## config.mk

```make
export PLATFORM = sky130hd
export DESIGN_NAME = fibonacci_ctrl
export DESIGN_NICKNAME = d
export VERILOG_FILES = /design/src/rtl/fibonacci_ctrl.sv
export SDC_FILE = /design/constraint.sdc
export NUM_CORES = 1
export LEC_CHECK = 0
export BUFFER_PORTS_ARGS = -buffer_cell sky130_fd_sc_hd__clkbuf_2
export CAP_MARGIN = 25
export CORE_MARGIN = 2
export CORE_UTILIZATION = 30
export CTS_CLUSTER_DIAMETER = 100
export DETAILED_ROUTE_END_ITERATION = 6
export PLACE_DENSITY = 0.58
export SLEW_MARGIN = 20
export SYNTH_ARGS = -nofsm -noshare
export SYNTH_HDL_FRONTEND = slang
export SYNTH_SLANG_ARGS = --single-unit
```

## constraint.sdc

```tcl
create_clock -name clock -period 2.2 [get_ports clock]
set_input_delay 0.11 -clock clock [delete_from_list [all_inputs] [get_ports clock]]
set_output_delay 0.11 -clock clock [all_outputs]
set_load 0.02 [all_outputs]
```

## src/rtl/fibonacci_ctrl.sv

```systemverilog
// rtl/fibonacci_ctrl.sv - control FSM for the fibonacci datapath with result handshake and step watchdog
module fibonacci_ctrl #(
    parameter int WIDTH   = 8,
    parameter int TIMEOUT = 255
) (
    input  logic             clock,
    input  logic             reset,
    input  logic             start,
    input  logic [WIDTH-1:0] N_in,
    input  logic [WIDTH-1:0] saida_do_comparador,
    input  logic [WIDTH-1:0] FIB_SAIDA,
    output logic             enable_reg1,
    output logic             enable_reg2,
    output logic             enable_regN,
    output logic             enable_count,
    output logic             load_init,
    output logic             clear_count,
    output logic             busy,
    output logic [WIDTH-1:0] result,
    output logic             result_valid,
    input  logic             result_ack,
    output logic             error
);

    typedef enum logic [2:0] {
        S_IDLE,
        S_LOADN,
        S_INIT,
        S_STEP,
        S_CHECK,
        S_DONE,
        S_ERR
    } state_t;

    localparam logic [7:0] TIMEOUT_C = 8'(TIMEOUT);

    state_t           state;
    state_t           state_nxt;
    logic [WIDTH-1:0] n_q;
    logic [7:0]       step_cnt;
    logic             cmp_hit;
    logic             wd_hit;
    logic             unused_cmp_bits;

    assign cmp_hit         = saida_do_comparador[0];
    assign wd_hit          = (step_cnt == TIMEOUT_C);
    assign unused_cmp_bits = ^saida_do_comparador[WIDTH-1:1];

    always_comb begin
        state_nxt = state;
        case (state)
            S_IDLE:  if (start) state_nxt = S_LOADN;
            S_LOADN: state_nxt = (n_q == '0) ? S_DONE : S_INIT;
            S_INIT:  state_nxt = S_STEP;
            S_STEP:  state_nxt = S_CHECK;
            // comparator wins over the watchdog when both fire together
            S_CHECK: begin
                if (cmp_hit)     state_nxt = S_DONE;
                else if (wd_hit) state_nxt = S_ERR;
                else             state_nxt = S_STEP;
            end
            S_DONE:  if (result_ack) state_nxt = S_IDLE;
            S_ERR:   if (result_ack) state_nxt = S_IDLE;
            default: state_nxt = S_IDLE;
        endcase
    end

    // Outputs are registered from the next state so they line up with the state register.
    always_ff @(posedge clock) begin
        if (reset) begin
            state        <= S_IDLE;
            n_q          <= '0;
            step_cnt     <= '0;
            result       <= '0;
            enable_reg1  <= 1'b0;
            enable_reg2  <= 1'b0;
            enable_regN  <= 1'b0;
            enable_count <= 1'b0;
            load_init    <= 1'b0;
            clear_count  <= 1'b0;
            busy         <= 1'b0;
            result_valid <= 1'b0;
            error        <= 1'b0;
        end else begin
            state        <= state_nxt;
            enable_reg1  <= (state_nxt == S_INIT) || (state_nxt == S_STEP);
            enable_reg2  <= (state_nxt == S_INIT) || (state_nxt == S_STEP);
            enable_regN  <= (state_nxt == S_LOADN);
            enable_count <= (state_nxt == S_STEP);
            load_init    <= (state_nxt == S_INIT);
            clear_count  <= (state_nxt == S_INIT);
            busy         <= (state_nxt != S_IDLE);
            result_valid <= (state_nxt == S_DONE) || (state_nxt == S_ERR);
            error        <= (state_nxt == S_ERR);

            if (state == S_IDLE && start) begin
                n_q      <= N_in;
                step_cnt <= '0;
            end
            if (state == S_STEP && step_cnt != 8'hFF) begin
                step_cnt <= step_cnt + 8'd1;
            end
            if (state == S_LOADN && n_q == '0) begin
                result <= '0;
            end
            if (state == S_CHECK) begin
                if (cmp_hit)     result <= FIB_SAIDA;
                else if (wd_hit) result <= '0;
            end
        end
    end

endmodule

```

==> results of run 1 <==
[critical path, cell delays in order, from the launching register on]
cell                      delay (ps)
sky130_fd_sc_hd__dfxtp_1         630
sky130_fd_sc_hd__and3b_1         320
sky130_fd_sc_hd__o21ai_1         210
sky130_fd_sc_hd__or3_1           390
sky130_fd_sc_hd__a31oi_1         160
[synth_stat cells, drive strengths merged (3+ instances only)]
| cell type | instances |
|---|---|
| a211oi | 3 |
| a21oi | 15 |
| a22o | 8 |
| a31oi | 3 |
| buf | 8 |
| dfxtp | 34 |
| inv | 4 |
| nand2 | 25 |
| nand3 | 7 |
| nor2 | 4 |
| nor3 | 8 |
| o21bai | 3 |
| or4 | 3 |
| xnor2 | 4 |
[per-stage QoR]
stage / area, um2 / util [%] / std cells
floorplan: 1520 / - / 164
global placement: 1760 / 36.5 / 260
detailed placement: 1760 / 36.5 / 260
CTS: 1860 / 38.7 / 268
global route: 1860 / 38.7 / 268
finish: 1860 / 38.7 / 268
[how the worst max path moves through the flow]
stage / start / endpoint / slack [ps] / cells after the start
floorplan: step_cnt[0]$_SDFFE_PP0P_ / result[0]$_SDFF_PP0_ / 610 / 5
global placement: state[1]$_SDFF_PP0_ / step_cnt[5]$_SDFFE_PP0P_ / 430 / 4
detailed placement: state[1]$_SDFF_PP0_ / step_cnt[5]$_SDFFE_PP0P_ / 450 / 4
CTS: state[1]$_SDFF_PP0_ / step_cnt[5]$_SDFFE_PP0P_ / 420 / 4
global route: state[1]$_SDFF_PP0_ / step_cnt[5]$_SDFFE_PP0P_ / 220 / 4
finish: state[1]$_SDFF_PP0_ / step_cnt[5]$_SDFFE_PP0P_ / 410 / 4
[final cells by class]
type	instances	area, um2	area share [%]
flip-flops and latches	34	681	36.5
multi-input cells	116	777	41.7
inverters	4	15.0	0.806
clock inverters	1	30.0	1.61
well taps	67	83.8	4.50
clock buffers	7	76.3	4.10
repair buffers	39	200	10.7
[per-layer routing]
metal	track usage [%]	share of wire, %	up-vias
li1	-	-	673
met1	15.5	48	581
met5	0	0	-
met2	19.9	44	34
met4	5.26	1.4	0
met3	4.15	6.1	5
[cells by family after synthesis]
kind of cell / share of synthesized area, %
buf+inv: 4.35
fa+ha+maj: 0.821
xor+xnor: 2.30
compound gates: 23.1
simple gates: 24.8
flops: 44.7
[power groups by stage]
stage	combinational [mW]	clock, mW	sequential, mW
2_1_floorplan	0.640	0	0.861
3_3_place_gp	0.842	0	0.839
3_5_place_dp	0.844	0	0.838
4_1_cts	0.849	0.575	0.825
5_1_grt	0.942	0.593	0.850
6_report	0.840	0.556	0.826
[sequential cells by signal, summed over array words and instances (netlist names)]
register / flops
error: 1
state: 3
enable_reg2: 1
result_valid: 1
clear_count: 1
result: 8
step_cnt: 8
busy: 1
enable_regN: 1
enable_count: 1
n_q: 8
==> reports/metrics.sh, run 1 <==
OUTCOME='completed'
FLOORPLAN.DIE.WIDTH_UM=75.3
NUM_ROWS=25
DRIVE_ABOVE_1_SHARE_PCT=28.4
DETAIL_ROUTE.ITER0.VIOLATIONS=36
DIE-AREA_UM2=5670
R2R_END='step_cnt[5]$_SDFFE_PP0P_'
FIRST_GLOBAL_VIAS=1170
ANTENNA_LEFT=0
GRT_ANTENNA_BEFORE_REPAIR=0
TIMING.FINAL.HOLD_VIOLATIONS=0
POWER_FRAC_COMB_PCT=37.8
NETLIST-CELL-TYPE-COUNT=45
POWER.SWITCHING_mW=0.822
PORT_BUFFERS=37
MAX-CLOCK-PATH-BUFFERS=2
FIN_CRIT_PS=1790
FIRST_PASS_ITERS=4
TIMING.FINAL.CRIT_SHARE_PCT=81.2
GRT_USE_TOTAL_PCT=12.5
WL_PER_CELL_UM=12.1
SYN2LAYOUT_AREA_GROWTH_PCT=22.2
SYNTH_EDF_COUNT=0
CORE_REGION_AREA_UM2=4820
CTS_BUFFERS=5
SETUP_TOTAL_NEGATIVE_SLACK_PS=0
POST_SYNTH_MAIN_AREA_CONTRIBUTORS='sky130_fd_sc_hd__dfxtp_1 45%, sky130_fd_sc_hd__nand2_1 6.2%, sky130_fd_sc_hd__a21oi_1 4.9%, sky130_fd_sc_hd__a22o_1 4.6%, sky130_fd_sc_hd__nand3_1 2.3%'
FLOORPLAN.INITIALDENSITY_PCT=31.6
MIN_PATH_CELLS=2
NUMBER_OF_MAX_CAP_VIOLATIONS=0
FINCLKSKEW_PS=6.83
CP-START-KIND='register'
YOSYSTOPAREACELL='sky130_fd_sc_hd__dfxtp_1'
CLK_PIN_SLEW_WORST_PATHS_PS=70
VDD.IR_DROP.WORST_mV=0.374
LAYOUT.CELLS.MOST_COMMON='sky130_fd_sc_hd__clkbuf_2'
GRT_FIRST_PASS_WIRELENGTH_UM=5280
H_TREE_DEPTH=2
MOST_FREQUENT_CELLS_IN_THE_LAYOUT='37 x sky130_fd_sc_hd__clkbuf_2, 34 x sky130_fd_sc_hd__dfxtp_1, 25 x sky130_fd_sc_hd__nand2_1, 15 x sky130_fd_sc_hd__a21oi_1, 8 x sky130_fd_sc_hd__a22o_1'
CTS_TREE='done'
ANTENNADIODECOUNT=0
LAYOUT.FILLER_CELLS=527
YOSYSTOPAREACELLSHARE_PCT=44.7
CRITPATHCAPTURETYPE='register'
GLOBALROUTEOVERFLOWTOTAL=0
POWER_SWITCHING_SHARE_PCT=37.0
SEQ_POWER_SHARE_PCT=37.2
HOLDCRITPATHCLASS='in -> reg'
WORSTSKEWPAIRLATENCY_PS=280
CP.REQUIRED_PS=2400
POWER.STATIC_LEAKAGE_nW=0.770
LEAST_SETUP_SLACK_ACROSS_ALL_PATHS_AFTER_LAYOUT_PS=413
SYN-NUM-NETS=193
MAX_SLEW.WORST_PIN.SLEW_PS=607
ROUTED_WIRELENGTH_UM=3240
TIMING.CRITICAL_PATH.FANOUT_MAX=13
RSZ0062_AT_GRT='no'
INTERNAL-POWER_mW=1.40
CELLPOWERDENSITY_nW_PER_UM2=1190
DIE_HEIGHT_UM=75.3
VIASPERCELL=4.82
ROUTE.VIAS.TOTAL=1293
MAX_FREQ_MHz=560
ROUTE.DETAILED.DRC=0
GRT_MAX_DEGREE=22
NNETSFINAL=229
CTS_SINKS=34
CLOCK_POWER_SHARE_PCT=25.0
CRITPATHKIND='reg -> reg'
RELATIVE_SLEW_SLACK_PCT=59.3
FINALSETUPVIOLCOUNT=0
TIMING.HOLD.WORST_ENDPOINT='result[7]$_SDFF_PP0_'
SYN_INST=164
PRE_CTS_WS_PS=450
YS_DOMINANT_REG_CELL='sky130_fd_sc_hd__dfxtp_1'
REG2REG_FROM='state[1]$_SDFF_PP0_'
YS.WARNINGS.COUNT=0
HOLD_PATH.STARTPOINT='FIB_SAIDA[7]'
SYNTH.CELL_AREA_UM2=1520
DESIGN.PORTCOUNT=45
TIMING.REG2REG.WORST_PATH_DEPTH=4
TIMING.HOLD.WS_PS=39.3
SYNTH-ASYNC-RESET-RATIO_PCT=0
REG2REG_SLACK_PS=410
CTS-RESIZED-GATES=0
DETAILED_PLACE_HPWL_UM=2270
POST_CTS.REPAIR.SETUP_BUFFERS=0
SYNTH_AREA_PER_CELL_UM2=9.29
FINALMAXSLEWVIOLATIONS=0
POST-LAYOUT-TOTAL-POWER_mW=2.22
POSTSYNTHREGISTERBITS=34
CLOCK_TREE.ROOT_CELL='sky130_fd_sc_hd__clkbuf_8'
CRITPATHARRIVALTIME_PS=1990
CTSHOLDBUFFERS=0
YS_SEQ_AREA_SHARE_PCT=44.7
GP_ROUTABILITY_CONGESTION=0.727
(Power assumes the default switching activity.)
==> run 2: changes to the inputs <==
- clock period: 2.2 -> 1.8 ns (I/O delays scaled with it)
==> run 2 against run 1 <==
Net effect:
- critical endpoint is now result[4]$_SDFF_PP0_
- maximum frequency grew 7.7%
- flip-flop and latch count did not move
- largest cell class unchanged
- largest power group unchanged
- worst hold slack worse by 26 ps
- clock-buffer cell count decreased by 1
- register-to-register slack worse by 270 ps
- global-route usage increased by 0.44 points
==> reports/metrics.sh, run 2 (synthesized netlist as in run 1, its figures left out) <==
TIMING.FINAL.CRIT_SHARE_PCT=92.2  # +11 points
CP.REQUIRED_PS=1980  # -420 ps
AREA.SEQUENTIAL_UM2=681  # unchanged
NUMBER_OF_MAX_CAP_VIOLATIONS=0  # unchanged
CRITPATHARRIVALTIME_PS=1840  # -150 ps
FINCLKSKEW_PS=3.05  # -3.78 ps
FINALSETUPVIOLCOUNT=0  # unchanged
FINALMAXSLEWVIOLATIONS=0  # unchanged
ROUTE.DETAILED.DRC=0  # unchanged
FIN_CRIT_PS=1660  # -127 ps
CRITPATHCAPTURETYPE='register'
CRITICAL-PATH-SLOWEST-CELL='sky130_fd_sc_hd__or4_4'
WORSTSKEWPAIRLATENCY_PS=280  # about the same
FIRST_PASS_ITERS=4  # unchanged
GLOBALROUTEOVERFLOWTOTAL=0  # unchanged
ANTENNA_LEFT=0  # unchanged
HOLD_PATH.STARTPOINT='FIB_SAIDA[7]'
FLOORPLAN.DIE.WIDTH_UM=75.3  # unchanged
DESIGN.PORTCOUNT=45  # unchanged
DIE-AREA_UM2=5670  # unchanged
SYN2LAYOUT_AREA_GROWTH_PCT=28.3
CTS_SINKS=34  # unchanged
MOST_FREQUENT_CELLS_IN_THE_LAYOUT='37 x sky130_fd_sc_hd__clkbuf_2, 34 x sky130_fd_sc_hd__dfxtp_1, 24 x sky130_fd_sc_hd__nand2_1, 15 x sky130_fd_sc_hd__a21oi_1, 12 x sky130_fd_sc_hd__buf_4'
DRIVE_ABOVE_1_SHARE_PCT=34.9  # +6.5 points
GRT_MAX_DEGREE=14  # -36%
NNETSFINAL=240  # +4.8%
RELATIVE_SLEW_SLACK_PCT=72.2  # +13 points
OUTCOME='completed'
SETUP_TOTAL_NEGATIVE_SLACK_PS=0  # unchanged
TIMING.CRITICAL_PATH.FANOUT_MAX=8  # -5
GRT_USE_TOTAL_PCT=12.9  # +0.44 points
NUM_ROWS=25  # unchanged
REG2REG_FROM='n_q[4]$_SDFFE_PP0P_'
MAX-CLOCK-PATH-BUFFERS=2  # unchanged
MAX_SLEW.WORST_PIN.SLEW_PS=417  # -189 ps
PRE_CTS_WS_PS=140  # -310 ps
PORT_BUFFERS=37  # unchanged
INSTANCES_NO_FILL=279  # +4.1%
ROUTE.VIAS.TOTAL=1337  # +3.4%
LEAST_SETUP_SLACK_ACROSS_ALL_PATHS_AFTER_LAYOUT_PS=140  # -273 ps
HOLDCRITPATHCLASS='in -> reg'
CLOCK_POWER_SHARE_PCT=21.3  # -3.7 points
H_TREE_DEPTH=2  # unchanged
LAYOUT.FILLER_CELLS=528  # +0.19%
CTS_TREE='done'
INTERNAL-POWER_mW=1.69  # +21%
DETAILED_PLACE_HPWL_UM=2460  # +8.4%
CELLPOWERDENSITY_nW_PER_UM2=1400  # +18%
CLOCK_TREE.ROOT_CELL='sky130_fd_sc_hd__clkbuf_8'
POWER_SWITCHING_SHARE_PCT=38.3  # +1.3 points
FLOORPLAN.INITIALDENSITY_PCT=31.6  # unchanged
ANTENNADIODECOUNT=0  # unchanged
MULTI_INPUT_COMB_AREA_UM2=796  # +2.4%
CLK_PIN_SLEW_WORST_PATHS_PS=70  # about the same
WL_PER_CELL_UM=12.2  # +0.95%
LAYOUT.CELLS.MOST_COMMON='sky130_fd_sc_hd__clkbuf_2'
REG_TOP3='n_q x8, result x8, step_cnt x8'
VDD.IR_DROP.WORST_mV=0.449  # +20%
POWER.SWITCHING_mW=1.05  # +28%
ROUTED_WIRELENGTH_UM=3400  # +5.1%
MAX_FREQ_MHz=602  # +7.7%
POWER.STATIC_LEAKAGE_nW=0.824  # +7.0%
GRT_FIRST_PASS_WIRELENGTH_UM=5490  # +3.9%
RSZ0062_AT_GRT='no'
STARTPOINT='n_q[4]$_SDFFE_PP0P_'
CORE_REGION_AREA_UM2=4820  # unchanged
DIE_HEIGHT_UM=75.3  # unchanged
VIASPERCELL=4.79  # -0.67%
POWER_FRAC_COMB_PCT=42.9  # +5.1 points
GP_ROUTABILITY_CONGESTION=0.773  # +6.3%
CRITPATHKIND='reg -> reg'
TIMING.FINAL.HOLD_VIOLATIONS=0  # unchanged
CRIT_PATH_MAX_INCR_DELAY_PS=570  # -60 ps
FIRST_GLOBAL_VIAS=1247  # +6.6%
PLACEDCELLCOUNT=270  # +3.8%
SEQ_POWER_SHARE_PCT=35.8  # -1.4 points
CP-START-KIND='register'
CTS_BUFFERS=5  # unchanged
GRT_ANTENNA_BEFORE_REPAIR=0  # unchanged
PATH_CELLS='or4_4 > nor3_4 > a211oi_2 > buf_4 > a22o_1'
DETAIL_ROUTE.ITER0.VIOLATIONS=51  # +42%
==> run 2: cell types whose count changed in the layout (fill, tap and decap cells not counted), sizes merged <==
cell,delta
clkinvlp,+1
bufinv,-1
dlygate4sd3,+1
buf,+10
clkbuf,-1
clkinv,+1
==> run 2: final cells by class <==
type / instances / area share, %
flip-flops and latches: 34 / 34.8
multi-input cells: 116 / 40.7
repair buffers: 50 / 14.6
clock inverters: 2 / 0.640
inverters: 4 / 0.768
well taps: 67 / 4.29
clock buffers: 6 / 4.22
==> run 2: per-stage QoR <==
step | hold slack [ps] | power (mW) | util, % | instance area (um2)
4_1_cts | 3.86 | 2.74 | 40.2 | 1940
3_5_place_dp | 307 | 2.14 | 38.0 | 1830
3_3_place_gp | 303 | 2.14 | 38.0 | 1830
5_1_grt | 4.48 | 2.95 | 40.6 | 1960
2_1_floorplan | 216 | 1.83 | - | 1520
6_report | 13.3 | 2.74 | 40.6 | 1960
==> run 2: worst paths after layout <==
path                          end  slack, ps  depth (start not counted)
max reg2reg  result[4]$_SDFF_PP0_        140                          5
max          result[4]$_SDFF_PP0_        140                          5
min          result[7]$_SDFF_PP0_         10                          2
min reg2reg   n_q[7]$_SDFFE_PP0P_        460                          2
==> run 2: worst max-delay path, delay by kind of cell, from the launching register on <==
kind / cells / cell delay, ps
AND/OR/NAND/NOR: 2 / 780
buffers and inverters: 1 / 160
flip-flops: 1 / 310
AO/OA/AOI/OAI: 2 / 290
==> run 2: what timing repair did <==
item                                    CTS  global route
endpoints found under the setup margin    0             9
setup buffers                             0             0
gates resized for setup                   0             5
hold endpoints to repair                  1             0
hold buffers                              1             0
==> run 2: routing by layer <==
layer / vias to the layer above / routed length, um / GRT usage (%)
met5: - / 0 / 0
met4: 0 / 48 / 4.68
met3: 7 / 166 / 3.61
met2: 31 / 1550 / 21.7
met1: 605 / 1640 / 15.8
li1: 694 / - / -
==> run 2: power by group through the flow <==
stage | Combinational (mW) | Sequential (mW) | Clock (mW)
after global placement | 1.14 | 0.995 | 0
final | 1.18 | 0.981 | 0.583
after detailed placement | 1.15 | 0.994 | 0
after floorplan | 0.782 | 1.05 | 0
after CTS | 1.15 | 0.980 | 0.606
after global routing | 1.30 | 1.00 | 0.639
==> run 3: changes to the inputs <==
- ABC_AREA: unset -> 1
==> run 3 against run 2 <==
Net effect:
- critical path depth rose by 4
- global-route usage fell by 0.058 points
- clock power rose by 16%
- critical path type unchanged
- largest power group is now sequential cells
==> reports/metrics.sh, run 3 <==
ROUTE.DETAILED.DRC=0  # unchanged
FINALSETUPVIOLCOUNT=0  # unchanged
DETAIL_ROUTE.ITER0.VIOLATIONS=58  # +14%
MAX_SLEW.WORST_PIN.SLEW_PS=443  # +25.5 ps
YOSYSMOSTFREQUENTCELL='sky130_fd_sc_hd__nand2_1'
SYN_INST=196  # +20%
CP_TOP_FAMILY='simple AND/OR/NAND/NOR gates'
SETUP_TOTAL_NEGATIVE_SLACK_PS=0  # unchanged
GRT_FIRST_PASS_WIRELENGTH_UM=5430  # -1.0%
SYNTH_FA_HA_AREA_SHARE_PCT=0.840  # +0.019 points
FINCLKSKEW_PS=7.70  # +4.65 ps
VIASPERCELL=4.45  # -7.1%
WORSTSKEWPAIRLATENCY_PS=280  # about the same
GRT_MAX_DEGREE=16  # +2
MOST_FREQUENT_CELLS_IN_THE_LAYOUT='37 x sky130_fd_sc_hd__clkbuf_2, 35 x sky130_fd_sc_hd__nand2_1, 34 x sky130_fd_sc_hd__dfxtp_1, 32 x sky130_fd_sc_hd__nor2_1, 15 x sky130_fd_sc_hd__inv_1'
SYNTH_XOR_AREA_SHARE_PCT=0  # -2.3 points
CTSHOLDBUFFERS=0  # -1
TIMING.FINAL.HOLD_VIOLATIONS=0  # unchanged
PORTION_OF_NETLIST_AREA_OCCUPIED_BY_MUX_CELLS_PCT=0  # unchanged
CTS-RESIZED-GATES=0  # unchanged
MAIN_COMBINATIONAL_CELL_FAMILY_BY_AREA_AFTER_SYNTHESIS='simple AND/OR/NAND/NOR gates'
CRITPATHARRIVALTIME_PS=1620  # -220 ps
SYNTH_AREA_PER_CELL_UM2=7.60  # -18%
SYNTHESIZED_AREA_FRACTION_OCCUPIED_BY_AND_OR_NAND_NOR_CELLS_PCT=33.1  # +8.3 points
CRIT_PATH_MAX_INCR_DELAY_PS=360  # -210 ps
DIE_HEIGHT_UM=74.5  # -1.1%
DESIGN.PORTCOUNT=45  # unchanged
MAX_FREQ_MHz=711  # +18%
FIN_AREA_UM2=1840  # -6.0%
CRITPATHKIND='reg -> reg'
CTS_BUFFERS=5  # unchanged
PATH_BUF_INV=0  # -1
POST_CTS.REPAIR.SETUP_BUFFERS=0  # unchanged
YOSYS-TOP-CELLS-COUNT='35 x sky130_fd_sc_hd__nand2_1, 34 x sky130_fd_sc_hd__dfxtp_1, 32 x sky130_fd_sc_hd__nor2_1'
HOLDCRITPATHCLASS='in -> reg'
CLK_PIN_SLEW_WORST_PATHS_PS=70  # about the same
TIMING.CRITICAL_PATH.FANOUT_MAX=9  # +1
YS_SEQ_AREA_SHARE_PCT=45.7  # +1.0 points
GLOBALROUTEOVERFLOWTOTAL=0  # unchanged
SYNTH-ASYNC-RESET-RATIO_PCT=0  # unchanged
YOSYSTOPAREACELLSHARE_PCT=45.7  # +1.0 points
CORE_REGION_AREA_UM2=4750  # -1.3%
SYNTH_COMPOUND_AREA_SHARE_PCT=13.0  # -10 points
GRT_USE_TOTAL_PCT=12.9  # -0.058 points
CP-START-KIND='register'
GRT_ANTENNA_BEFORE_REPAIR=0  # unchanged
CRITPATHCAPTURETYPE='register'
GP_ROUTABILITY_CONGESTION=0.735  # -4.9%
RSZ0062_AT_GRT='no'
FIRST_GLOBAL_VIAS=1246  # -0.080%
RELATIVE_SLEW_SLACK_PCT=70.5  # -1.7 points
REG_TOP3='n_q x8, result x8, step_cnt x8'
SYNTH.CELL_AREA_UM2=1490  # -2.2%
POWER.STATIC_LEAKAGE_nW=0.810  # -1.7%
CELLPOWERDENSITY_nW_PER_UM2=1360  # -3.3%
TIMING.FINAL.CRIT_SHARE_PCT=78.2  # -14 points
FINALMAXSLEWVIOLATIONS=0  # unchanged
NUM_ROWS=25  # unchanged
FLOORPLAN.DIE.WIDTH_UM=74.5  # -1.1%
CTS_SINKS=34  # unchanged
DRIVE_ABOVE_1_SHARE_PCT=30.1  # -4.8 points
FIRST_PASS_ITERS=4  # unchanged
YS.WARNINGS.COUNT=0  # unchanged
FLOORPLAN.INITIALDENSITY_PCT=31.3  # -0.29 points
POST_SYNTH_MAIN_AREA_CONTRIBUTORS='sky130_fd_sc_hd__dfxtp_1 46%, sky130_fd_sc_hd__nand2_1 8.8%, sky130_fd_sc_hd__nor2_1 8.1%, sky130_fd_sc_hd__nand3_1 4.7%, sky130_fd_sc_hd__a21oi_1 4.0%'
H_TREE_DEPTH=2  # unchanged
DIE-AREA_UM2=5550  # -2.1%
DETAILED_PLACE_HPWL_UM=2280  # -7.6%
PATH_CELLS='ha_1 > nand2_2 > nor2_4 > nand2_1 > nand2_2 > nand2_4 > nand3_2 > nand3_2 > o21ai_2'
CRITICAL-PATH-SLOWEST-CELL='sky130_fd_sc_hd__dfxtp_1'
MAX-CLOCK-PATH-BUFFERS=2  # unchanged
LAYOUT.CELLS.MOST_COMMON='sky130_fd_sc_hd__clkbuf_2'
ROUTE.VIAS.TOTAL=1349  # +0.90%
SYNTH_EDF_COUNT=0  # unchanged
YS_DOMINANT_REG_CELL='sky130_fd_sc_hd__dfxtp_1'
ANTENNADIODECOUNT=0  # unchanged
NNETSFINAL=264  # +10%
SYN2LAYOUT_AREA_GROWTH_PCT=23.4
FIN_CRIT_PS=1410  # -253 ps
YOSYSTOPAREACELL='sky130_fd_sc_hd__dfxtp_1'
SYN-NUM-NETS=225  # +17%
TIMING.HOLD.WS_PS=37.7  # +24.4 ps
OUTCOME='completed'
POSTSYNTHREGISTERBITS=34  # unchanged
PLACEMENT.CELL_AREA_UM2=1730  # -5.4%
ROUTED_WIRELENGTH_UM=3090  # -9.3%
CLOCK_TREE.ROOT_CELL='sky130_fd_sc_hd__clkbuf_8'
PORT_BUFFERS=37  # unchanged
NUMBER_OF_MAX_CAP_VIOLATIONS=0  # unchanged
VDD.IR_DROP.WORST_mV=0.373  # -17%
CTS_TREE='done'
CP.REQUIRED_PS=2020  # +40 ps
WL_PER_CELL_UM=10.2  # -16%
NETLIST-CELL-TYPE-COUNT=28  # -38%
ANTENNA_LEFT=0  # unchanged
run 3: worst min-delay path, delay by kind of cell:
family	cells	cell delay, ps
and+or+nand+nor	1	50
AOI/OAI and AO/OA	1	50
buffers and inverters	1	80
run 3: logic make-up (layout without fill, tap and decap cells):
| family | count (synthesis) | after routing |
|---|---|---|
| simple gates | 102 | 102 |
| flops | 34 | 34 |
| compound gates | 33 | 33 |
| buf+inv | 26 | 66 |
| fa+ha+maj | 1 | 1 |
run 3: per-layer routing:
metal  up-vias  GRT usage, %  routed length [um]
met5         -             0                   0
met4         0          5.36                  55
met3         5          4.20                 165
met2        31          19.8                1410
met1       602          16.6                1460
li1        711             -                   -
run 3: layout make-up:
class / count / area (um2)
timing repair buffer: 38 / 193
fill: 538 / 2920
clock buffer: 7 / 76.3
tap: 67 / 83.8
clock inverter: 1 / 30.0
sequential: 34 / 681
multi-input combinational: 136 / 699
inverter: 20 / 76.3
run 3: worst paths after layout:
path | from | to | slack [ps] | cells after the start
worst max-delay path | step_cnt[0]$_SDFFE_PP0P_ | result_valid$_SDFF_PP0_ | 390 | 9
worst min-delay path | FIB_SAIDA[4] | result[4]$_SDFF_PP0_ | 40 | 3
worst max register to register | step_cnt[0]$_SDFFE_PP0P_ | result_valid$_SDFF_PP0_ | 390 | 9
worst min register to register | result[5]$_SDFF_PP0_ | result[5]$_SDFF_PP0_ | 480 | 2
run 3: power by group:
part           switching (mW)  internal [mW]  leakage [nW]
Combinational           0.556          0.273         0.481
Sequential             0.0826          0.904         0.277
Clock                   0.263          0.414        0.0524
run 3: through the flow:
stage	util (%)	worst slack, ps	instances	total power [mW]
finish	38.7	393	303	2.49
global route	38.7	123	303	2.70
CTS	38.7	379	303	2.53
detailed placement	36.4	384	295	1.84
global placement	36.4	370	295	1.84
floorplan	-	535	196	1.65
